### src/rtl/id_ex_operand_stage_if.sv
// id_ex_operand_stage_if: ID-side fields, forwarding sources and EX-side ALU/control outputs of the ID/EX stage
interface id_ex_operand_stage_if #(
    parameter int XLEN   = 32,
    parameter int CARD_W = 5
);
    logic              id_valid;
    logic [XLEN-1:0]   id_pc;
    logic [4:0]        id_rs1_addr;
    logic [4:0]        id_rs2_addr;
    logic [XLEN-1:0]   id_rs1_data;
    logic [XLEN-1:0]   id_rs2_data;
    logic [XLEN-1:0]   id_imm;
    logic [4:0]        id_rd_addr;
    logic [CARD_W-1:0] id_alu_card;
    logic              id_alu_cin;
    logic              id_use_pc;
    logic              id_use_imm;
    logic              id_reg_write;
    logic              id_mem_read;
    logic              id_mem_write;
    logic              stall;
    logic              flush;
    logic [4:0]        mem_rd_addr;
    logic              mem_reg_write;
    logic [XLEN-1:0]   mem_result;
    logic [4:0]        wb_rd_addr;
    logic              wb_reg_write;
    logic [XLEN-1:0]   wb_result;
    logic [XLEN-1:0]   alu_a;
    logic [XLEN-1:0]   alu_b;
    logic              alu_cin;
    logic [CARD_W-1:0] alu_card;
    logic              ex_valid;
    logic              ex_reg_write;
    logic              ex_mem_read;
    logic              ex_mem_write;
    logic [4:0]        ex_rd_addr;
    logic [XLEN-1:0]   ex_store_data;
    logic              hazard_stall;

    modport slave (
        input  id_valid, id_pc, id_rs1_addr, id_rs2_addr, id_rs1_data, id_rs2_data, id_imm,
               id_rd_addr, id_alu_card, id_alu_cin, id_use_pc, id_use_imm, id_reg_write,
               id_mem_read, id_mem_write, stall, flush, mem_rd_addr, mem_reg_write, mem_result,
               wb_rd_addr, wb_reg_write, wb_result,
        output alu_a, alu_b, alu_cin, alu_card, ex_valid, ex_reg_write, ex_mem_read,
               ex_mem_write, ex_rd_addr, ex_store_data, hazard_stall
    );

    modport master (
        output id_valid, id_pc, id_rs1_addr, id_rs2_addr, id_rs1_data, id_rs2_data, id_imm,
               id_rd_addr, id_alu_card, id_alu_cin, id_use_pc, id_use_imm, id_reg_write,
               id_mem_read, id_mem_write, stall, flush, mem_rd_addr, mem_reg_write, mem_result,
               wb_rd_addr, wb_reg_write, wb_result,
        input  alu_a, alu_b, alu_cin, alu_card, ex_valid, ex_reg_write, ex_mem_read,
               ex_mem_write, ex_rd_addr, ex_store_data, hazard_stall
    );
endinterface

### src/rtl/id_ex_operand_stage.sv
// id_ex_operand_stage: ID/EX register, operand select with MEM/WB forwarding (FORWARD_EN) and hazard detection
module id_ex_operand_stage #(
    parameter int XLEN   = 32,
    parameter int CARD_W = 5
) (
    input logic clk,
    input logic rst,
    id_ex_operand_stage_if.slave bus
);
    typedef struct packed {
        logic              valid;
        logic              reg_write;
        logic              mem_read;
        logic              mem_write;
        logic [XLEN-1:0]   pc;
        logic [4:0]        rs1_addr;
        logic [4:0]        rs2_addr;
        logic [XLEN-1:0]   rs1_data;
        logic [XLEN-1:0]   rs2_data;
        logic [XLEN-1:0]   imm;
        logic [4:0]        rd;
        logic [CARD_W-1:0] card;
        logic              cin;
        logic              use_pc;
        logic              use_imm;
    } ex_t;

    ex_t r;
    ex_t cap;
    logic hz;
    logic [XLEN-1:0] fwd_rs1;
    logic [XLEN-1:0] fwd_rs2;

    // ID fields as captured on an ordinary advance; an empty ID slot becomes an all-zero bubble
    always_comb begin
        cap = '{
            valid:     1'b1,
            reg_write: bus.id_reg_write,
            mem_read:  bus.id_mem_read,
            mem_write: bus.id_mem_write,
            pc:        bus.id_pc,
            rs1_addr:  bus.id_rs1_addr,
            rs2_addr:  bus.id_rs2_addr,
            rs1_data:  bus.id_rs1_data,
            rs2_data:  bus.id_rs2_data,
            imm:       bus.id_imm,
            rd:        bus.id_rd_addr,
            card:      bus.id_alu_card,
            cin:       bus.id_alu_cin,
            use_pc:    bus.id_use_pc,
            use_imm:   bus.id_use_imm
        };
        cap = bus.id_valid ? cap : '0;
    end

    // flush beats stall; stall holds; a hazard turns the advance into a bubble
    always_ff @(posedge clk) begin
        if (rst || bus.flush)
            r <= '0;
        else if (!bus.stall)
            r <= hz ? '0 : cap;
    end

`ifdef FORWARD_EN
    // MEM result is newer than WB, so it wins; x0 is excluded by the rd != 0 test
    always_comb begin
        fwd_rs1 = (bus.mem_reg_write && bus.mem_rd_addr != 5'd0 && bus.mem_rd_addr == r.rs1_addr) ? bus.mem_result :
                  (bus.wb_reg_write  && bus.wb_rd_addr  != 5'd0 && bus.wb_rd_addr  == r.rs1_addr) ? bus.wb_result  :
                  r.rs1_data;
        fwd_rs2 = (bus.mem_reg_write && bus.mem_rd_addr != 5'd0 && bus.mem_rd_addr == r.rs2_addr) ? bus.mem_result :
                  (bus.wb_reg_write  && bus.wb_rd_addr  != 5'd0 && bus.wb_rd_addr  == r.rs2_addr) ? bus.wb_result  :
                  r.rs2_data;
    end

    // only a load in EX cannot be forwarded in time, so only load-use stalls
    always_comb begin
        hz = bus.id_valid && !bus.flush && r.valid && r.mem_read && r.rd != 5'd0 &&
             (r.rd == bus.id_rs1_addr || r.rd == bus.id_rs2_addr);
    end
`else
    logic unused_fwd;
    assign unused_fwd = ^{bus.mem_result, bus.wb_rd_addr, bus.wb_reg_write, bus.wb_result};

    // without forwarding the register file value is used directly
    always_comb begin
        fwd_rs1 = r.rs1_data;
        fwd_rs2 = r.rs2_data;
    end

    // any pending write in EX or MEM to a source register stalls; WB is covered by the write-first register file
    always_comb begin
        hz = bus.id_valid && !bus.flush && (
             (bus.id_rs1_addr != 5'd0 && ((r.valid && r.reg_write && r.rd == bus.id_rs1_addr) ||
                                          (bus.mem_reg_write && bus.mem_rd_addr == bus.id_rs1_addr))) ||
             (bus.id_rs2_addr != 5'd0 && ((r.valid && r.reg_write && r.rd == bus.id_rs2_addr) ||
                                          (bus.mem_reg_write && bus.mem_rd_addr == bus.id_rs2_addr))));
    end
`endif

    assign bus.alu_a         = r.use_pc ? r.pc : fwd_rs1;
    assign bus.alu_b         = r.use_imm ? r.imm : fwd_rs2;
    assign bus.alu_cin       = r.cin;
    assign bus.alu_card      = r.card;
    assign bus.ex_valid      = r.valid;
    assign bus.ex_reg_write  = r.reg_write;
    assign bus.ex_mem_read   = r.mem_read;
    assign bus.ex_mem_write  = r.mem_write;
    assign bus.ex_rd_addr    = r.rd;
    assign bus.ex_store_data = fwd_rs2;
    assign bus.hazard_stall  = hz;
endmodule

### src/flat_wrapper.sv
// flat-port wrapper written by rule: the top's interface ports become plain ports
module id_ex_operand_stage_flat 
#(
    parameter int XLEN   = 32,
    parameter int CARD_W = 5
)
  (clk, rst, bus_id_valid, bus_id_pc, bus_id_rs1_addr, bus_id_rs2_addr, bus_id_rs1_data, bus_id_rs2_data, bus_id_imm, bus_id_rd_addr, bus_id_alu_card, bus_id_alu_cin, bus_id_use_pc, bus_id_use_imm, bus_id_reg_write, bus_id_mem_read, bus_id_mem_write, bus_stall, bus_flush, bus_mem_rd_addr, bus_mem_reg_write, bus_mem_result, bus_wb_rd_addr, bus_wb_reg_write, bus_wb_result, bus_alu_a, bus_alu_b, bus_alu_cin, bus_alu_card, bus_ex_valid, bus_ex_reg_write, bus_ex_mem_read, bus_ex_mem_write, bus_ex_rd_addr, bus_ex_store_data, bus_hazard_stall);
  id_ex_operand_stage_if #(.XLEN(XLEN), .CARD_W(CARD_W)) bus_i ();
  input logic clk;
  input logic rst;
  input wire logic [$bits(bus_i.id_valid)-1:0] bus_id_valid;
  input wire logic [$bits(bus_i.id_pc)-1:0] bus_id_pc;
  input wire logic [$bits(bus_i.id_rs1_addr)-1:0] bus_id_rs1_addr;
  input wire logic [$bits(bus_i.id_rs2_addr)-1:0] bus_id_rs2_addr;
  input wire logic [$bits(bus_i.id_rs1_data)-1:0] bus_id_rs1_data;
  input wire logic [$bits(bus_i.id_rs2_data)-1:0] bus_id_rs2_data;
  input wire logic [$bits(bus_i.id_imm)-1:0] bus_id_imm;
  input wire logic [$bits(bus_i.id_rd_addr)-1:0] bus_id_rd_addr;
  input wire logic [$bits(bus_i.id_alu_card)-1:0] bus_id_alu_card;
  input wire logic [$bits(bus_i.id_alu_cin)-1:0] bus_id_alu_cin;
  input wire logic [$bits(bus_i.id_use_pc)-1:0] bus_id_use_pc;
  input wire logic [$bits(bus_i.id_use_imm)-1:0] bus_id_use_imm;
  input wire logic [$bits(bus_i.id_reg_write)-1:0] bus_id_reg_write;
  input wire logic [$bits(bus_i.id_mem_read)-1:0] bus_id_mem_read;
  input wire logic [$bits(bus_i.id_mem_write)-1:0] bus_id_mem_write;
  input wire logic [$bits(bus_i.stall)-1:0] bus_stall;
  input wire logic [$bits(bus_i.flush)-1:0] bus_flush;
  input wire logic [$bits(bus_i.mem_rd_addr)-1:0] bus_mem_rd_addr;
  input wire logic [$bits(bus_i.mem_reg_write)-1:0] bus_mem_reg_write;
  input wire logic [$bits(bus_i.mem_result)-1:0] bus_mem_result;
  input wire logic [$bits(bus_i.wb_rd_addr)-1:0] bus_wb_rd_addr;
  input wire logic [$bits(bus_i.wb_reg_write)-1:0] bus_wb_reg_write;
  input wire logic [$bits(bus_i.wb_result)-1:0] bus_wb_result;
  output wire logic [$bits(bus_i.alu_a)-1:0] bus_alu_a;
  output wire logic [$bits(bus_i.alu_b)-1:0] bus_alu_b;
  output wire logic [$bits(bus_i.alu_cin)-1:0] bus_alu_cin;
  output wire logic [$bits(bus_i.alu_card)-1:0] bus_alu_card;
  output wire logic [$bits(bus_i.ex_valid)-1:0] bus_ex_valid;
  output wire logic [$bits(bus_i.ex_reg_write)-1:0] bus_ex_reg_write;
  output wire logic [$bits(bus_i.ex_mem_read)-1:0] bus_ex_mem_read;
  output wire logic [$bits(bus_i.ex_mem_write)-1:0] bus_ex_mem_write;
  output wire logic [$bits(bus_i.ex_rd_addr)-1:0] bus_ex_rd_addr;
  output wire logic [$bits(bus_i.ex_store_data)-1:0] bus_ex_store_data;
  output wire logic [$bits(bus_i.hazard_stall)-1:0] bus_hazard_stall;
  assign bus_i.id_valid = bus_id_valid;
  assign bus_i.id_pc = bus_id_pc;
  assign bus_i.id_rs1_addr = bus_id_rs1_addr;
  assign bus_i.id_rs2_addr = bus_id_rs2_addr;
  assign bus_i.id_rs1_data = bus_id_rs1_data;
  assign bus_i.id_rs2_data = bus_id_rs2_data;
  assign bus_i.id_imm = bus_id_imm;
  assign bus_i.id_rd_addr = bus_id_rd_addr;
  assign bus_i.id_alu_card = bus_id_alu_card;
  assign bus_i.id_alu_cin = bus_id_alu_cin;
  assign bus_i.id_use_pc = bus_id_use_pc;
  assign bus_i.id_use_imm = bus_id_use_imm;
  assign bus_i.id_reg_write = bus_id_reg_write;
  assign bus_i.id_mem_read = bus_id_mem_read;
  assign bus_i.id_mem_write = bus_id_mem_write;
  assign bus_i.stall = bus_stall;
  assign bus_i.flush = bus_flush;
  assign bus_i.mem_rd_addr = bus_mem_rd_addr;
  assign bus_i.mem_reg_write = bus_mem_reg_write;
  assign bus_i.mem_result = bus_mem_result;
  assign bus_i.wb_rd_addr = bus_wb_rd_addr;
  assign bus_i.wb_reg_write = bus_wb_reg_write;
  assign bus_i.wb_result = bus_wb_result;
  assign bus_alu_a = bus_i.alu_a;
  assign bus_alu_b = bus_i.alu_b;
  assign bus_alu_cin = bus_i.alu_cin;
  assign bus_alu_card = bus_i.alu_card;
  assign bus_ex_valid = bus_i.ex_valid;
  assign bus_ex_reg_write = bus_i.ex_reg_write;
  assign bus_ex_mem_read = bus_i.ex_mem_read;
  assign bus_ex_mem_write = bus_i.ex_mem_write;
  assign bus_ex_rd_addr = bus_i.ex_rd_addr;
  assign bus_ex_store_data = bus_i.ex_store_data;
  assign bus_hazard_stall = bus_i.hazard_stall;
  id_ex_operand_stage #(.XLEN(XLEN), .CARD_W(CARD_W)) u_core (.clk(clk), .rst(rst), .bus(bus_i));
endmodule
### config.mk
export PLATFORM = sky130hd
export DESIGN_NAME = id_ex_operand_stage_flat
export DESIGN_NICKNAME = d
export VERILOG_FILES = /design/src/rtl/id_ex_operand_stage_if.sv /design/src/rtl/id_ex_operand_stage.sv /design/src/flat_wrapper.sv
export SDC_FILE = /design/constraint.sdc
export NUM_CORES = 1
export LEC_CHECK = 0
export BUFFER_PORTS_ARGS = -buffer_cell sky130_fd_sc_hd__buf_2
export CAP_MARGIN = 20
export CELL_PAD_IN_SITES_DETAIL_PLACEMENT = 2
export CELL_PAD_IN_SITES_GLOBAL_PLACEMENT = 2
export CORE_MARGIN = 2
export CORE_UTILIZATION = 25
export CTS_CLUSTER_SIZE = 20
export DETAILED_ROUTE_END_ITERATION = 16
export PLACE_DENSITY = 0.83
export SLEW_MARGIN = 20
export SYNTH_ARGS = -nofsm -noshare
export SYNTH_HDL_FRONTEND = slang
export SYNTH_SLANG_ARGS = --single-unit
### constraint.sdc
create_clock -name clk -period 2.1 [get_ports clk]
set_input_delay 0 -clock clk [delete_from_list [all_inputs] [get_ports clk]]
set_output_delay 0 -clock clk [all_outputs]
set_load 0.03 [all_outputs]
* Word-level counts from Yosys, hierarchy flattened
Index checks and enable logic that the tools add are counted.
** Storage, ports and cells
- Bits in latches :: 0
- Output and inout port bits :: 112
- Flip-flop bits (word level) :: 145
- Memories kept :: 0
- Bits in read-only memories :: 0
- Memory bits (writable) :: 0
** Operators by class
- Reduce and logical (&&, ||, !) cells :: 16
- Multipliers :: 0
- Div/mod/pow operators :: 0
- Add/subtract/negate cells :: 0
- Bitwise gates (word level) :: 0
- Muxes and demuxes :: 4
- Equality and inequality tests :: 4
- $lt $le $gt $ge :: 0
- Shifts and indexed selects :: 0
** Operators with widths (count)
- two-way mux 155 bit :: 2
- two-way mux 32 bit :: 2
- equality test 5 bit :: 4
- nonzero test 5 bit :: 2
- logical AND 1 bit :: 9
- logical OR 1 bit :: 4
- zero test 1 bit :: 1

* Depth between registers and ports, before layout
- Depth in word-level cells :: 7
- Gate-level depth with buffers :: 8

* Worst setup path before layout
OpenSTA, ideal clock, no wires.
- Path type :: flip-flop to flip-flop
- Start point :: register u_core.r (netlist bit u_core.bus.ex_reg_write)
- End point :: register u_core.r[13] (netlist name)
- Setup time :: 0.117 ns
- Path buffers :: 3
- Data required time :: 1.983 ns
- Arrival time :: 1.571 ns
- Path slack :: 0.412 ns
- Stages on the path, launching flop included :: 8
- Cells stage by stage :: dfxtp_1 nand3_1 o22ai_1 a221oi_2 buf_4 buf_6 buf_6 a22o_1
** On the way
- Longest elaborated chain between the ends :: 7
- Elaborated cells on any way between the ends :: 10
** Ends and longest elaborated chain
- start, declared :: RTL line id_ex_operand_stage.sv:28 : ex_t r;
- start signal, assigned :: RTL line id_ex_operand_stage.sv:61 : r <= hz ? '0 : cap;
- logical AND 1 bit (*) :: RTL line id_ex_operand_stage.sv:93, id_ex_operand_stage.sv:95
- logical AND 1 bit (on tied branches) :: RTL line id_ex_operand_stage.sv:93, id_ex_operand_stage.sv:95
- logical OR 1 bit (on tied branches) :: RTL line id_ex_operand_stage.sv:93, id_ex_operand_stage.sv:95
- logical AND 1 bit (on tied branches) :: RTL line id_ex_operand_stage.sv:93, id_ex_operand_stage.sv:95
- logical OR 1 bit (*) :: RTL line id_ex_operand_stage.sv:94 : (bus.mem_reg_write && bus.mem_rd_addr == bus.id_rs1_addr))) ||
- logical AND 1 bit (*) :: RTL line id_ex_operand_stage.sv:92 : hz = bus.id_valid && !bus.flush && (
- two-way mux 155 bit (*) :: RTL line id_ex_operand_stage.sv:61
Every way passes the cells marked *; elsewhere a longest branch is shown, timed or not.
A chain may end at the register's enable or synchronous reset.

* Worst setup path in the final report
- Start point :: register u_core.r (netlist bit u_core.bus.ex_rd_addr[0])
- End point :: register u_core.r (netlist bit u_core.bus.ex_store_data[28])
** On the way
- Longest elaborated chain between the ends :: 7
- Elaborated cells on any way between the ends :: 11
** Ends and longest elaborated chain (RTL line)
- equality test 5 bit (on tied branches) :: id_ex_operand_stage.sv:93, id_ex_operand_stage.sv:95
- logical AND 1 bit (on tied branches) :: id_ex_operand_stage.sv:93, id_ex_operand_stage.sv:95
- logical OR 1 bit (on tied branches) :: id_ex_operand_stage.sv:93, id_ex_operand_stage.sv:95
- logical AND 1 bit (on tied branches) :: id_ex_operand_stage.sv:93, id_ex_operand_stage.sv:95
- logical OR 1 bit (*) :: id_ex_operand_stage.sv:94
- logical AND 1 bit (*) :: id_ex_operand_stage.sv:92
- two-way mux 155 bit (*) :: id_ex_operand_stage.sv:61
Marks and branches as above.

==> impl_metrics.py <==
metrics = {
    "power_and_ir_drop": {
        "ir_drop_mv": 0.443,
        "finalPower_uw": 7070,
        "power_density_nw_per_um2": 771,
        "p_leak_uw": 0.00426,
    },
    "place": {
        "hpwl_um": 13400,
        "placed_cell_area_sq_um": 7070,
        "gp_congestion": 0.781,
        "io_buffers": 276,
    },
    "worst_setup_path": {
        "cpPeakStageDelay_ns": 0.47,
        "critPathSlowestCell": "dfxtp_1",
        "path_class": "register to register",
        "cp_data_arrival_time_ns": 2.32,
        "cp-end-kind": "register",
        "path_max_fanout": 70,
        "path_cells": "xnor2_1, nand4_1, o22ai_1, a221oi_4, buf_12, a22o_1",
        "cp.required_ns": 2.45,
        "startpoint_type": "register",
    },
    "cts": {
        "ctsLongestPathBuffers": 2,
        "cts_setup_buffers": 0,
        "clkLatencyLatePin_ns": 0.42,
        "cts_root_buf": "clkbuf_16",
        "cts_tree": "done",
        "post_cts_resized": 0,
        "numClockSinks": 145,
        "cts.clk_slew.worst_paths_ns": 0.06,
        "hold_buffers": 144,
        "htree_levels": 4,
        "numCtsBuffers": 17,
    },
    "hold_path": {
        "hold_path.class": "input pin to register",
    },
    "timing": {
        "fin_skew_ns": 0.0172,
        "fin_crit_sh_pct": 93.5,
        "slew_headroom_pct": 73.4,
        "period_needed_ns": 1.96,
        "hold_violations": 0,
        "rsz0062_at_grt": "no",
        "tightestPinTransition_ns": 0.397,
        "drv_slew": 0,
        "max_freq_mhz": 509,
        "setup_viol": 0,
        "fin_tns_setup_ns": 0,
    },
    "synthesis": {
        "netlist_instances": 478,
        "synth_fp_nets": 713,
        "yosysSeqAreaShare_pct": 50.7,
        "ys_warn_count": 0,
        "synth.distinct_cells": 20,
        "synth_seq_cells": 145,
        "synth.avg_cell_area_sq_um": 12.0,
        "syn_area_sq_um": 5720,
    },
    "floorplan": {
        "core_area_sq_um": 22600,
        "fp.dieH_um": 155,
        "rows": 55,
        "die_w_um": 155,
        "ios": 347,
        "die-area_sq_um": 24100,
        "initial_utilization_pct": 25.3,
    },
    "job": {
        "cap_viol_max_count": 0,
    },
    "cells_and_area": {
        "multi_input_area_sq_um": 2310,
        "drive_gt1_share_pct": 44.5,
        "areaGrowthSynthToFinish_pct": 60.3,
        "regArea_sq_um": 2900,
        "nets": 1076,
        "fillers": 2368,
        "utilization_pct": 40.6,
        "finalInstanceArea_sq_um": 9170,
    },
    "global_routing": {
        "grt_use_total_pct": 19.9,
        "grt_max_degree": 76,
        "grt_remaining_overflow": 0,
        "antenna_found_initial": 3,
        "grt_pass1_wl_um": 37000,
        "grt_pass1_vias": 6419,
    },
    "detailed_routing": {
        "drt_first_pass_iters": 6,
        "drt_drc_violations_left": 0,
        "vias_per_cell": 4.76,
        "routedWlPerCell_um": 21.1,
        "drt-initial-drc-count": 230,
        "postRouteWirelength_um": 24100,
        "antenna_left": 0,
        "vias": 5432,
    },
    "run_status": {
        "outcome": "finished clean",
    },
}
## critical path: cells and delay by family, from the launching register on
| kind | cells | cell delay [ns] |
|---|---|---|
| buffers and inverters | 1 | 0.32 |
| XOR/XNOR | 1 | 0.11 |
| AO/OA/AOI/OAI | 3 | 0.81 |
| AND/OR/NAND/NOR | 1 | 0.10 |
| flip-flops | 1 | 0.47 |
## metrics by stage
stage	hold slack, ns	worst slack (ns)	cells
after floorplan	0.133	0.412	478
after global placement	0.215	0.243	963
after detailed placement	0.221	0.205	963
after CTS	0.196	0.141	1138
after global routing	0.228	0.0162	1141
final	0.220	0.137	1141
## cells in the mapped netlist
cell      number  area share (%)
a21o_1         1            0.13
a221oi_2       1            0.26
a22o_1       144              22
a22oi_1        1            0.13
buf_2         10            0.87
buf_4         43             5.6
buf_6          6             1.2
clkbuf_1      23             1.5
dfxtp_1      145              51
mux2_2        64              13
nand2_1        4            0.26
nand2b_1       1            0.11
nand3_1        2            0.17
nand4_1        4            0.44
nor2_1         3            0.20
nor3_1         2            0.17
nor3b_1        1            0.13
o22ai_1        2            0.22
or3_1          1            0.11
xnor2_1       20             3.1
## layout by cell type, fill, tap and decap left out, types with 2 or more instances in the layout
cell           Yosys  layout
buf_2             10     276
o22ai_1            2       2
nand2_1            4       4
inv_6              0       5
diode_2            0       3
nor3_1             2       2
nand4_1            4       4
clkinv_4           0       3
mux2_2            64      64
nand3_1            2       2
a22o_1           144     144
dlygate4sd3_1      0     144
dfxtp_1          145     144
nor2_1             3       3
clkbuf_16          0      17
bufinv_16          0       5
xnor2_1           20      20
buf_12             0       6
## final cells by class
type	count	share of cell area, %
timing repair buffer	426	32.1
clock buffer	17	4.64
sequential	145	31.7
antenna	3	0.0819
tap	285	3.89
clock inverter	14	2.46
multi-input combinational	251	25.2
## path summary, 6_finish.rpt
check	start	endpoint	slack [ns]	cells after the start
hold reg to reg	u_core.r[128]$_SDFFE_PP0N_	u_core.r[128]$_SDFFE_PP0N_	0.47	1
setup reg to reg	u_core.bus.ex_rd_addr[0]$_SDFFE_PP0N_	u_core.bus.ex_store_data[28]$_SDFFE_PP0N_	0.14	6
setup / recovery	u_core.bus.ex_rd_addr[0]$_SDFFE_PP0N_	u_core.bus.ex_store_data[28]$_SDFFE_PP0N_	0.14	6
hold / removal	rst	u_core.bus.alu_cin$_SDFFE_PP0N_	0.22	4
## state kept, by name, summed over array words and instances (netlist names)
| register | flops |
|---|---|
| u_core.bus.alu_card | 5 |
| u_core.bus.alu_cin | 1 |
| u_core.bus.ex_mem_read | 1 |
| u_core.bus.ex_mem_write | 1 |
| u_core.bus.ex_rd_addr | 5 |
| u_core.bus.ex_reg_write | 1 |
| u_core.bus.ex_store_data | 32 |
| u_core.bus.ex_valid | 1 |
| u_core.fwd_rs1 | 32 |
| u_core.r | 66 |
## per-layer routing
metal	wire (um)	global-route usage, %	vias to the layer above
met5	0	0	-
met4	969	8.78	0
met3	1170	5.29	60
met2	13100	37.9	213
met1	8900	20.3	2669
li1	-	-	2490
## report_power, final
group          switching [uW]  leakage (uW)  internal [uW]
clock                    1310      0.000319           2130
combinational             355       0.00277            427
sequential               45.2       0.00117           2810
## cell families (layout without fill, tap and decap cells)
logic type | count (synthesis) | in the layout | share of synthesized area [%]
flip-flops | 145 | 145 | 50.7
buffers and inverters | 82 | 457 | 9.21
multiplexers | 64 | 64 | 12.6
XOR/XNOR | 20 | 20 | 3.06
other | 0 | 3 | 0
AND/OR/NAND/NOR | 18 | 18 | 1.60
AO/OA/AOI/OAI | 149 | 149 | 22.8
No activity file was read; power rests on OpenSTA's default activity.
